===== config.mk =====
export PLATFORM = sky130hd
export DESIGN_NAME = button_events
export DESIGN_NICKNAME = d
export VERILOG_FILES = /design/src/rtl/clock_pkg.sv /design/src/rtl/button_events.sv
export SDC_FILE = /design/constraint.sdc
export NUM_CORES = 1
export LEC_CHECK = 0
export ABC_AREA = 1
export BUFFER_PORTS_ARGS = -buffer_cell sky130_fd_sc_hd__buf_4
export CAP_MARGIN = 10
export CORE_MARGIN = 4
export CORE_UTILIZATION = 61
export DETAILED_ROUTE_END_ITERATION = 8
export PLACE_DENSITY = 0.79
export SLEW_MARGIN = 10
export SYNTH_ARGS = -nofsm -noshare
export SYNTH_HDL_FRONTEND = slang
export SYNTH_SLANG_ARGS = --single-unit
export TNS_END_PERCENT = 50

===== constraint.sdc =====
create_clock -name clk -period 1.77 [get_ports clk]
set_input_delay 0.177 -clock clk [delete_from_list [all_inputs] [get_ports clk]]
set_output_delay 0.177 -clock clk [all_outputs]
set_load 0.02 [all_outputs]

===== src/rtl/clock_pkg.sv =====
// clock_pkg: shared types for the digital-clock datapath.
//   btn_state_e : state encoding for the button event decoder.
//   cnt_width() : width of a counter that must reach the larger of two terms.
package clock_pkg;

   typedef enum logic [1:0] {
      WAIT_LOW = 2'd0,
      IDLE     = 2'd1,
      PRESSED  = 2'd2,
      HELD     = 2'd3
   } btn_state_e;

   // Width needed to hold values 0 .. max(a,b)-1, never less than 1 bit.
   function automatic int unsigned cnt_width(input int unsigned a,
                                             input int unsigned b);
      int unsigned m;
      m = (a > b) ? a : b;
      return (m <= 1) ? 1 : $clog2(m);
   endfunction

endpackage


===== src/rtl/button_events.sv =====
// button_events: turns a clean button level into press / release /
// long-press / auto-repeat events.
//   clk           : system clock, all logic on posedge
//   rst           : synchronous, active-high reset
//   btn           : debounced, synchronous button level (1 = pressed)
//   press         : one-cycle pulse on press
//   release_pulse : one-cycle pulse on release
//   long_press    : one-cycle pulse when the hold reaches LONG_CYCLES
//   repeat_pulse  : one-cycle pulse every RPT_CYCLES while in long hold
//   held          : level, high while in the long-hold state
// The release and repeat events carry a _pulse suffix because "release"
// and "repeat" are reserved words in SystemVerilog.
module button_events
   import clock_pkg::*;
#(
   parameter int unsigned LONG_CYCLES = 50_000_000,
   parameter int unsigned RPT_CYCLES  = 10_000_000
) (
   input  logic clk,
   input  logic rst,
   input  logic btn,
   output logic press,
   output logic release_pulse,
   output logic long_press,
   output logic repeat_pulse,
   output logic held
);

   localparam int unsigned CW = cnt_width(LONG_CYCLES, RPT_CYCLES);
   localparam logic [CW-1:0] LONG_LAST = CW'(LONG_CYCLES - 1);
   localparam logic [CW-1:0] RPT_LAST  = CW'(RPT_CYCLES - 1);

   btn_state_e    state_q, state_d;
   logic [CW-1:0] cnt_q, cnt_d;
   logic          press_q, press_d;
   logic          release_q, release_d;
   logic          long_q, long_d;
   logic          repeat_q, repeat_d;
   logic          held_q, held_d;

   always_comb begin
      state_d   = state_q;
      cnt_d     = cnt_q;
      press_d   = 1'b0;
      release_d = 1'b0;
      long_d    = 1'b0;
      repeat_d  = 1'b0;
      held_d    = 1'b0;
      unique case (state_q)
         // A button still down after reset must be released before it
         // can generate any event.
         WAIT_LOW: begin
            if (!btn) state_d = IDLE;
         end
         IDLE: begin
            if (btn) begin
               state_d = PRESSED;
               press_d = 1'b1;
               cnt_d   = '0;
            end
         end
         PRESSED: begin
            // Release is checked first so it wins over the threshold.
            if (!btn) begin
               state_d   = IDLE;
               release_d = 1'b1;
               cnt_d     = '0;
            end else if (cnt_q == LONG_LAST) begin
               state_d = HELD;
               long_d  = 1'b1;
               held_d  = 1'b1;
               cnt_d   = '0;
            end else begin
               cnt_d = cnt_q + 1'b1;
            end
         end
         HELD: begin
            if (!btn) begin
               state_d   = IDLE;
               release_d = 1'b1;
               cnt_d     = '0;
            end else begin
               held_d = 1'b1;
               if (cnt_q == RPT_LAST) begin
                  repeat_d = 1'b1;
                  cnt_d    = '0;
               end else begin
                  cnt_d = cnt_q + 1'b1;
               end
            end
         end
         default: begin
            state_d = WAIT_LOW;
            cnt_d   = '0;
         end
      endcase
   end

   always_ff @(posedge clk) begin
      if (rst) begin
         state_q   <= WAIT_LOW;
         cnt_q     <= '0;
         press_q   <= 1'b0;
         release_q <= 1'b0;
         long_q    <= 1'b0;
         repeat_q  <= 1'b0;
         held_q    <= 1'b0;
      end else begin
         state_q   <= state_d;
         cnt_q     <= cnt_d;
         press_q   <= press_d;
         release_q <= release_d;
         long_q    <= long_d;
         repeat_q  <= repeat_d;
         held_q    <= held_d;
      end
   end

   assign press         = press_q;
   assign release_pulse = release_q;
   assign long_press    = long_q;
   assign repeat_pulse  = repeat_q;
   assign held          = held_q;

endmodule


==> flow_summary.json, run 1 <==
{
  "cts_tree": "done",
  "wirelength_um": 4860,
  "hold_viol": 0,
  "layout_commonest_cell": "nand2_1",
  "area_growth_pct": 11.5,
  "fin_crit_sh_pct": 93.3,
  "die_h_um": 66.0,
  "cts_sinks": 33,
  "grt_max_degree": 18,
  "regArea_um2": 666,
  "cp_slowest_stage_delay_ns": 0.37,
  "max_cap_violations": 0,
  "grt_use_total_pct": 24.5,
  "clkTransAtPathRegs_ns": 0.11,
  "path_buf_inv": 2,
  "drv_slew": 0,
  "htreeDepth": 2,
  "crit_family": "simple AND/OR/NAND/NOR gates",
  "most-common-layout-cells": "nand2_1, nor2_1, inv_1",
  "synth_seq_area_share_pct": 32.2,
  "fillers": 266,
  "layout_min_cycle_time_ns": 1.65,
  "yosysWarnings": 0,
  "worstHoldEndpoint": "release_pulse",
  "relSlewSlack_pct": 66.9,
  "max_freq_mhz": 605,
  "crit_path_top_delay_cell": "dfxtp_2",
  "insertion_delay_ns": 0.34,
  "boundaryPins": 8,
  "ant_nets": 0,
  "hp-class": "input pin to register",
  "worstRegToRegCells": 10,
  "dieArea_mm2": 0.00435,
  "grt_overflow": 0,
  "setup_viol": 0,
  "synth_seq_cells": 33,
  "arrival_ns": 1.90,
  "drt_iter0_drc": 184,
  "r2r_setup_slack_ns": 0.12,
  "r2r_start": "cnt_q[0]",
  "critPathKind": "register to register",
  "nets": 342,
  "place.port_buffers": 7,
  "rsz0062_at_grt": "yes",
  "postSynthCellCount": 318,
  "die_w_um": 66.0,
  "post_synth.cell_area_avg_um2": 6.44,
  "vias": 2044,
  "drt-pass1-iter-count": 4,
  "cts_buffer_depth": 2,
  "fin_worst_skew_ns": 0.0128,
  "multi_input_area_mm2": 0.00123,
  "final_layout_size_suffix_gt1_share_pct": 17.0,
  "cp_data_required_time_ns": 2.02,
  "grt_pass1_wl_um": 8270,
  "antenna_found_initial": 0,
  "start_kind": "register",
  "power.density_mw_per_mm2": 893,
  "path_cells": "ha_2, inv_1, nor2_1, nand2_1, nor2_2, nand3_2, nand2_4, nand3_4, o211ai_1, inv_1",
  "ir_drop_v": 0.000917,
  "cp_max_fo": 8,
  "p_leak_nw": 0.933,
  "antenna_cells": 0,
  "start_util_pct": 65.5,
  "fin_setup_tns_ns": 0,
  "gp_congestion": 0.904,
  "syn-num-nets": 326,
  "cts-buffers-inserted": 5,
  "post_synth_num_cell_types": 32,
  "dp_hpwl_um": 3560,
  "rows": 20,
  "holdCritStartpoint": "btn",
  "syn_area_mm2": 0.00205,
  "cts_root_buf": "clkbuf_4",
  "wl_per_cell_um": 12.8,
  "outcome": "finished, final reports clean",
  "core_mm2": 0.00313,
  "cp-end-kind": "register",
  "drc": 0,
  "r2r_end": "cnt_q[3]",
  "via_per_inst": 5.39,
  "first_global_vias": 1887,
  "final_util_pct": 73.0,
  "crit_path_frequent_cell": "inv_1",
  "worstHoldPathCells": 2,
  "worstMarginPinSlew_ns": 0.493
}
-- where the power goes --
group,internal [W],switching (W),total [W]
Sequential,0.000777,0.0000224,0.000800
Combinational,0.000252,0.000574,0.000826
Clock,0.000151,0.000263,0.000414
Total,0.00118,0.000859,0.00204
-- worst max path at each step --
stage	to	cells after the start	from	slack (ns)
after floorplan	cnt_q[16]	9	state_q[1]	0.22
after global placement	cnt_q[6]	10	cnt_q[0]	0.10
after detailed placement	cnt_q[4]	10	cnt_q[1]	0.03
after CTS	cnt_q[4]	10	cnt_q[0]	0.01
after global routing	cnt_q[22]	9	cnt_q[0]	-0.01
final	cnt_q[3]	10	cnt_q[0]	0.12
-- synth_stat cells --
| cell type | n | area, um2 |
|---|---|---|
| a21oi_4 | 1 | 16.3 |
| buf_6 | 1 | 11.3 |
| a21o_1 | 1 | 7.51 |
| nor3_2 | 1 | 10.0 |
| nand2_1 | 79 | 297 |
| xnor2_1 | 2 | 17.5 |
| nand3_2 | 1 | 10.0 |
| o211ai_1 | 3 | 22.5 |
| nor3b_1 | 1 | 7.51 |
| nor3_1 | 6 | 30.0 |
| o21ai_1 | 1 | 5.00 |
| or2_2 | 2 | 12.5 |
| inv_1 | 43 | 161 |
| inv_2 | 3 | 11.3 |
| nand3_1 | 31 | 155 |
| buf_2 | 3 | 15.0 |
| clkbuf_1 | 2 | 7.51 |
| nand3_4 | 1 | 17.5 |
| nand2_2 | 3 | 18.8 |
| dfxtp_1 | 33 | 661 |
| nor2_2 | 8 | 50.1 |
| nand2_4 | 1 | 11.3 |
| nand4_1 | 9 | 56.3 |
| nor2_4 | 3 | 33.8 |
| xor2_1 | 4 | 35.0 |
| ha_1 | 5 | 62.6 |
| nor2_1 | 45 | 169 |
| o21bai_1 | 1 | 7.51 |
| a21oi_1 | 15 | 75.1 |
| nand3b_1 | 3 | 22.5 |
| o31ai_1 | 1 | 7.51 |
| o21ai_0 | 5 | 25.0 |
-- layer usage --
layer  vias up  GRT usage (%)  share of wire (%)
li1       1043              -                  -
met5         -              0                  0
met4         0           8.63                1.8
met3        11           5.61                7.3
met2        67           39.4                 46
met1       923           32.1                 45
-- cell type report --
cell class | count | area share [%]
sequential | 33 | 29.1
multi-input combinational | 234 | 53.9
clock buffer | 6 | 1.81
clock inverter | 2 | 0.438
timing repair buffer | 14 | 4.60
inverter | 46 | 7.67
tap | 44 | 2.41
-- cells by family (layout without fill, tap and decap cells) --
kind of cell    Yosys count  count (layout)  share of synthesized area, %
buf+inv                  52              68                          10.1
xor+xnor                  6               6                          2.56
compound gates           28              28                          8.12
simple gates            194             195                          44.0
flops                    33              33                          32.2
fa+ha+maj                 5               5                          3.05
-- flip-flops by register name (all words and copies together), names as in the netlist --
signal         count
long_press         1
cnt_q             26
state_q            2
held               1
press              1
repeat_pulse       1
release_pulse      1
-- what timing repair did --
| action | 4_1_cts | 5_1_grt |
|---|---|---|
| hold endpoints to repair | 0 | 0 |
| hold buffers | 0 | 0 |
| resized for setup | 0 | 16 |
| setup buffers | 0 | 2 |
| setup endpoints to repair | 0 | 26 |
-- per-stage QoR --
step | cell area [um2] | cells | power [W] | setup WS, ns | hold WS [ns]
after floorplan | 2050 | 318 | 0.00136 | 0.218 | 0.256
after global placement | 2160 | 368 | 0.00150 | 0.100 | 0.390
after detailed placement | 2160 | 368 | 0.00152 | 0.0335 | 0.390
after CTS | 2210 | 376 | 0.00193 | 0.0117 | 0.00616
after global routing | 2280 | 379 | 0.00218 | -0.0127 | 0.0199
final | 2280 | 379 | 0.00204 | 0.118 | 0.0255
(Power assumes the default switching activity.)
==> run 2, diff against run 1 <==
Settings changed: PLACE_DENSITY 0.79 to default, PLACE_DENSITY_LB_ADDON from default to 0.1.
==> run 2 against run 1 <==
- first-iteration DRC count is 17% higher
- non-clock buffer count is 2 higher
- fmax is 0.60% lower
- hold slack hardly changed
- critical path type unchanged
- critical endpoint is now cnt_q[22]
- largest power group unchanged
==> flow_summary.json, run 2 (synthesis gave the netlist of run 1 again) <==
{
  "reg_top3": "cnt_q x26, state_q x2",
  "wl_per_cell_um": 13.2,
  "p_leak_nw": 0.942,
  "rows": 20,
  "cp_max_fo": 4,
  "rsz0062_at_grt": "no",
  "seq_power_share_pct": 38.8,
  "layout_min_cycle_time_ns": 1.66,
  "arrival_ns": 1.90,
  "p_sw_w": 0.000841,
  "relSlewSlack_pct": 69.5,
  "ir_drop_v": 0.00101,
  "max_freq_mhz": 602,
  "dp_hpwl_um": 3670,
  "start_util_pct": 65.5,
  "cts_tree": "done",
  "drt-pass1-iter-count": 5,
  "hp-class": "input pin to register",
  "final_cells": 380,
  "layout_commonest_cell": "nand2_1",
  "wirelength_um": 5010,
  "most-common-layout-cells": "nand2_1, nor2_1, inv_1",
  "grt_max_degree": 18,
  "gp_congestion": 0.916,
  "fillers": 257,
  "clockPowerShare_pct": 21.3,
  "cts_buffer_depth": 2,
  "drt_iter0_drc": 216,
  "cp-end-kind": "register",
  "fin_setup_tns_ns": 0,
  "ant_nets": 0,
  "die_h_um": 66.0,
  "dieArea_mm2": 0.00435,
  "drv_slew": 0,
  "cp_data_required_time_ns": 2.01,
  "dp.cells": 372,
  "insertion_delay_ns": 0.35,
  "cts_setup_buffers": 0,
  "outcome": "finished, final reports clean",
  "htreeDepth": 2,
  "final_layout_size_suffix_gt1_share_pct": 15.5,
  "via_per_inst": 5.46,
  "top_register": "cnt_q",
  "fin_worst_skew_ns": 0.00609,
  "worstMarginPinSlew_ns": 0.454,
  "critPathKind": "register to register",
  "cts-buffers-inserted": 5,
  "largest_reg_flops": 26,
  "vias": 2073,
  "power.density_mw_per_mm2": 896,
  "clkTransAtPathRegs_ns": 0.10,
  "setup_viol": 0,
  "max_cap_violations": 0,
  "cts_sinks": 33,
  "antenna_cells": 0,
  "first_global_vias": 1915,
  "hold_viol": 0,
  "die_w_um": 66.0,
  "grt_pass1_wl_um": 8420,
  "p_int_w": 0.00121,
  "antenna_found_initial": 0,
  "place.port_buffers": 7,
  "drc": 0,
  "hold_buffers": 0,
  "boundaryPins": 8,
  "area_growth_pct": 11.8,
  "nets": 344,
  "fin_crit_sh_pct": 93.9,
  "start_kind": "register",
  "swShare_pct": 41.0,
  "grt_overflow": 0,
  "grt_use_total_pct": 25.2,
  "cts_resized": 0,
  "comb_power_share_pct": 39.9,
  "cts_root_buf": "clkbuf_4",
  "core_mm2": 0.00313
}
==> run 2: cell types whose count changed in the layout (fill, tap and decap cells not counted) <==
cell / delta
buf_4: +2
clkinv_2: -2
dfxtp_1: +2
dfxtp_2: -2
nand3_1: +2
nand3_2: -2
nor2_2: -2
nor2_4: +2
clkbuf_8: +1
ha_1: +1
ha_2: -1
nand2_1: +1
nand2_4: -1
==> run 2: worst max-delay path: stages (launching register included) <==
cell     delay [ns]
dfxtp_1        0.36
ha_2           0.21
nand3_1        0.17
nor2_4         0.17
nand3_1        0.20
o21ai_0        0.21
nand2_1        0.08
nand3_1        0.09
a21oi_1        0.06
==> run 2: power groups by stage <==
stage,clock [W],sequential (W),combinational [W]
after floorplan,0,0.000816,0.000544
after global placement,0,0.000810,0.000722
after CTS,0.000438,0.000794,0.000728
after global routing,0.000472,0.000801,0.000901
after detailed placement,0,0.000811,0.000727
final,0.000438,0.000796,0.000819
==> run 2: final timing paths <==
kind / start / to / slack (ns) / cells after the start
max: cnt_q[0] / cnt_q[22] / 0.11 / 8
min reg2reg: cnt_q[1] / cnt_q[1] / 0.49 / 2
min: btn / release_pulse / 0.03 / 2
max reg2reg: cnt_q[0] / cnt_q[22] / 0.11 / 8
==> run 2: layer usage <==
metal	track usage, %	wire length, um	vias to the layer above
met4	12.9	148	0
met3	5.95	393	17
met2	40.2	2310	80
met5	0	0	-
met1	31.4	2150	929
li1	-	-	1047
==> run 2: stage by stage <==
step           hold WS [ns]  power (W)  worst slack [ns]  cell area, um2  util [%]
2_1_floorplan         0.256    0.00136             0.218            2050         -
3_3_place_gp          0.390    0.00153             0.112            2190      70.0
3_5_place_dp          0.388    0.00154            0.0897            2190      70.0
4_1_cts              0.0256    0.00196            0.0698            2250      71.8
5_1_grt              0.0369    0.00217           0.00296            2290      73.2
6_report             0.0253    0.00205             0.108            2290      73.2
==> run 2: layout make-up <==
type                       instances  area [um2]  share of cell area (%)
clock buffer                       7        55.1                    2.40
timing repair buffer              16         120                    5.24
multi-input combinational        234        1220                    53.4
tap                               44        55.1                    2.40
sequential                        33         663                    28.9
inverter                          46         175                    7.65
